**config.mk**
```make
export PLATFORM = sky130hd
export DESIGN_NAME = seq_tracker
export DESIGN_NICKNAME = d
export VERILOG_FILES = /design/src/rtl/noc_flit_pkg.sv /design/src/rtl/seq_tracker.sv
export SDC_FILE = /design/constraint.sdc
export NUM_CORES = 1
export LEC_CHECK = 0
export ABC_CLOCK_PERIOD_IN_PS = 5350
export CORE_MARGIN = 2
export CORE_UTILIZATION = 30
export CTS_BUF_LIST = sky130_fd_sc_hd__clkbuf_4 sky130_fd_sc_hd__clkbuf_8
export DETAILED_ROUTE_END_ITERATION = 6
export SYNTH_ARGS = -nofsm -noshare
export SYNTH_HDL_FRONTEND = slang
export SYNTH_SLANG_ARGS = --single-unit
```
**constraint.sdc**
```tcl
create_clock -name clk -period 5.35 [get_ports clk]
set_clock_uncertainty 0.15 [all_clocks]
set_input_delay 1.3375 -clock clk [delete_from_list [all_inputs] [get_ports clk]]
set_output_delay 1.3375 -clock clk [all_outputs]
set_load 0.01 [all_outputs]
```
**src/rtl/noc_flit_pkg.sv**
```systemverilog
// Shared flit field layout, flit struct and sink FSM state encoding for the
// NoC traffic-test endpoints.
package noc_flit_pkg;

   localparam int FLIT_W   = 20;
   localparam int SRC_LSB  = 12;
   localparam int SEQ_LSB  = 4;
   localparam int DEST_LSB = 0;
   localparam int SRC_W    = 4;
   localparam int SEQ_W    = 8;
   localparam int DEST_W   = 4;

   typedef struct packed {
      logic [3:0]       ftype;
      logic [SRC_W-1:0] src;
      logic [SEQ_W-1:0] seq;
      logic [DEST_W-1:0] dest;
   } flit_t;

   typedef enum logic [1:0] {
      ST_IDLE,
      ST_RECV,
      ST_DONE,
      ST_STALL
   } state_t;

   function automatic logic [15:0] sat_inc(input logic [15:0] v);
      return (v == 16'hFFFF) ? v : v + 16'd1;
   endfunction

endpackage

```
**src/rtl/seq_tracker.sv**
```systemverilog
// Per-source sequence tracker: 16 entries of expected-next sequence plus a
// seen bit; flags a gap or repeat and resyncs to received + 1.
module seq_tracker
   import noc_flit_pkg::*;
(
   input  logic             clk,
   input  logic             rst,
   input  logic             in_valid,
   input  logic [SRC_W-1:0] src,
   input  logic [SEQ_W-1:0] seq,
   output logic             mismatch
);

   logic [SEQ_W-1:0] expect_seq [16];
   logic [15:0]      seen;
   logic [SEQ_W-1:0] want;

   // Read is combinational, so an entry written at edge N is already the
   // value checked at edge N+1: back-to-back flits from one source bypass.
   always_comb begin
      want = seen[src] ? expect_seq[src] : 8'h01;
   end

   assign mismatch = in_valid && (seq != want);

   genvar gi;
   generate
      for (gi = 0; gi < 16; gi++) begin : g_entry
         always_ff @(posedge clk or posedge rst) begin
            if (rst) begin
               seen[gi]       <= 1'b0;
               expect_seq[gi] <= '0;
            end else if (in_valid && (src == SRC_W'(gi))) begin
               seen[gi]       <= 1'b1;
               expect_seq[gi] <= seq + 8'd1;
            end
         end
      end
   endgenerate

endmodule

```
==> impl_metrics.toml <==
[synth]
postSynthAreaPerCell_um2 = 11.5
syn-instance-count = 573
yosysSeqAreaShare_pct = 54.8
syn_nets = 589
yosys_warnings = 0
ys.flop_type = "dfrtp_1"
synth_edf_count = 0
synthDistinctLibCells = 41
synth_top_cell_area_share_pct = 54.8
synthTopCellsByArea = "dfrtp_1 55%, mux4_2 11%, a21oi_1 6.8%"
async_flop_share_pct = 100
synth_seq_cells = 144
syn_area_um2 = 6570
yosysTopAreaCell = "dfrtp_1"

[global_routing]
gr-total-overflow = 0
antenna_found_initial = 0
globalRouteTotalUtil_pct = 14.7
grt_pass1_vias = 4628
grt_max_degree = 80
grt_pass1_wl_um = 26100

[layout]
multiInputGateArea_um2 = 2750
fillers = 2125
final_common_cell = "dfrtp_1"
mostFrequentLayoutCells = "144 x dfrtp_1, 94 x nor2_1, 89 x a21oi_1"
antenna-diode-count = 0
stdcell_count = 904
nNetsFinal = 628
final-seq-area_um2 = 3600
layout-drive-gt1-share_pct = 23.6
area_growth_pct = 16.2

[cts]
cts-root-buf = "clkbuf_8"
cts_setup_buffers = 0
cts_tree = "yes"
cts.path.max_buffers = 2
cts_made_buffers = 17
h-tree-depth = 4
clk_latency_ns = 0.45
clk_pin_slew_worst_paths_ns = 0.07
cts_hold_buf = 0
clock_sinks = 144

[placed_design]
dp_cells = 873
place_hpwl_um = 11200
pre_cts_ws_ns = -0.427
portBuffers = 15
gp_congestion = 0.937

[drt]
ant_nets = 0
drc = 0
vias = 4431
wl_um = 16300
routed_via_density = 4.90
first_iter_violations = 347
wl_per_cell_um = 18.0
dr.pass1.iters = 4

[worst_hold_path]
hp-class = "register to register"
hp-start = "seen[13]$_DFFE_PP0P_"

[timing]
tightest_slew_ns = 0.876
holdWs_ns = 0.316
slew_viol_final = 0
hold_viol = 0
layout_setup_ws_ns = 0.123
fin_setup_tns_ns = 0
period_share_pct = 97.7
relSlewSlack_pct = 41.3
fmax_ghz = 0.191
setup_viol = 0
period_needed_ns = 5.23

[worst_setup_path]
path_max_fanout = 13
crit_path_end_kind = "output port"
path_class = "primary input to output port"
crit_start = "src[2]"
critPathLaunchType = "primary input"
worstPathRequired_ns = 3.86
arrival_ns = 3.74
reg2reg_from = "seen[6]$_DFFE_PP0P_"

[die]
rows = 54
start_util_pct = 30.3
die_w_um = 152
die_h_um = 152
core_area_um2 = 21700
pin_count = 16
design.die.area_um2 = 23100

[pwr]
p_leak_nw = 3.14
vdd.ir_drop.worst_uv = 117
power_w = 0.00290
power.density_nw_per_um2 = 379

[outcome]
status = "completed"

[run]
drv_cap = 0
report_power, final:
part,internal [W],switching (W),total (W)
clock,0.000396,0.000414,0.000810
combinational,0.000323,0.000296,0.000619
sequential,0.00134,0.000129,0.00147
cell type report:
cell class,instances,share of cell area (%)
clock buffer,21,3.62
clock inverter,10,1.16
inverter,4,0.246
multi-input combinational,384,35.9
sequential,144,47.2
tap,280,4.59
timing repair buffer,61,7.27
path summary, 6_finish.rpt:
kind | to | slack, ns | cells after the start
worst max-delay path | mismatch | 0.12 | 10
worst min-delay path | seen[13]$_DFFE_PP0P_ | 0.32 | 1
worst max register to register | seen[6]$_DFFE_PP0P_ | 4.38 | 1
worst min register to register | seen[13]$_DFFE_PP0P_ | 0.32 | 1
max in group asynchronous | expect_seq[55]$_DFFE_PP0P_ | 2.97 | 3
min in group asynchronous | expect_seq[59]$_DFFE_PP0P_ | 1.18 | 2
synthesized netlist by cell type, types with 8 or more instances:
cell and number:
dfrtp_1 144, buf_2 8, or2_2 13, mux4_2 31, o21ai_0 30, mux2_2 16, nand2_1 34, o22ai_1 8
nand3_1 8, nor2_1 94, mux2i_1 12, a21oi_1 89, clkbuf_1 23
layer usage:
metal / global-route usage, % / part of all wire, %
met1: 20.6 / 47
met2: 22.2 / 46
met3: 4.08 / 5.1
met4: 4.76 / 1.3
met5: 0 / 0
per-stage QoR:
stage	cell area, µm²	utilization, %
4_1_cts	7630	35.2
2_1_floorplan	6580	-
3_3_place_gp	7250	33.4
3_5_place_dp	7250	33.4
5_1_grt	7640	35.2
6_report	7640	35.2
critical path, stage by stage:
cell	delay, ns
buf_4	0.24
buf_12	0.20
mux4_2	0.52
mux2i_1	0.21
a21oi_1	0.15
nor4bb_2	0.35
a21oi_1	0.07
o21ai_0	0.17
a41oi_1	0.16
dlygate4sd2_1	0.32
state kept, by name (all words and copies together), names as in the netlist:
signal,flops
seen,16
expect_seq,128
cells by family after synthesis:
| logic type | count (synthesis) | share of synthesized area (%) |
|---|---|---|
| compound gates | 137 | 11.1 |
| buf+inv | 45 | 3.69 |
| flops | 144 | 54.8 |
| xor+xnor | 10 | 1.33 |
| fa+ha+maj | 1 | 0.190 |
| simple gates | 172 | 11.7 |
| mux | 64 | 17.2 |
what timing repair did:
action                                  CTS  global route
pin swaps                                 0             0
gates resized for setup                   7             2
endpoints found under the setup margin    1             1
(Power assumes the default switching activity.)
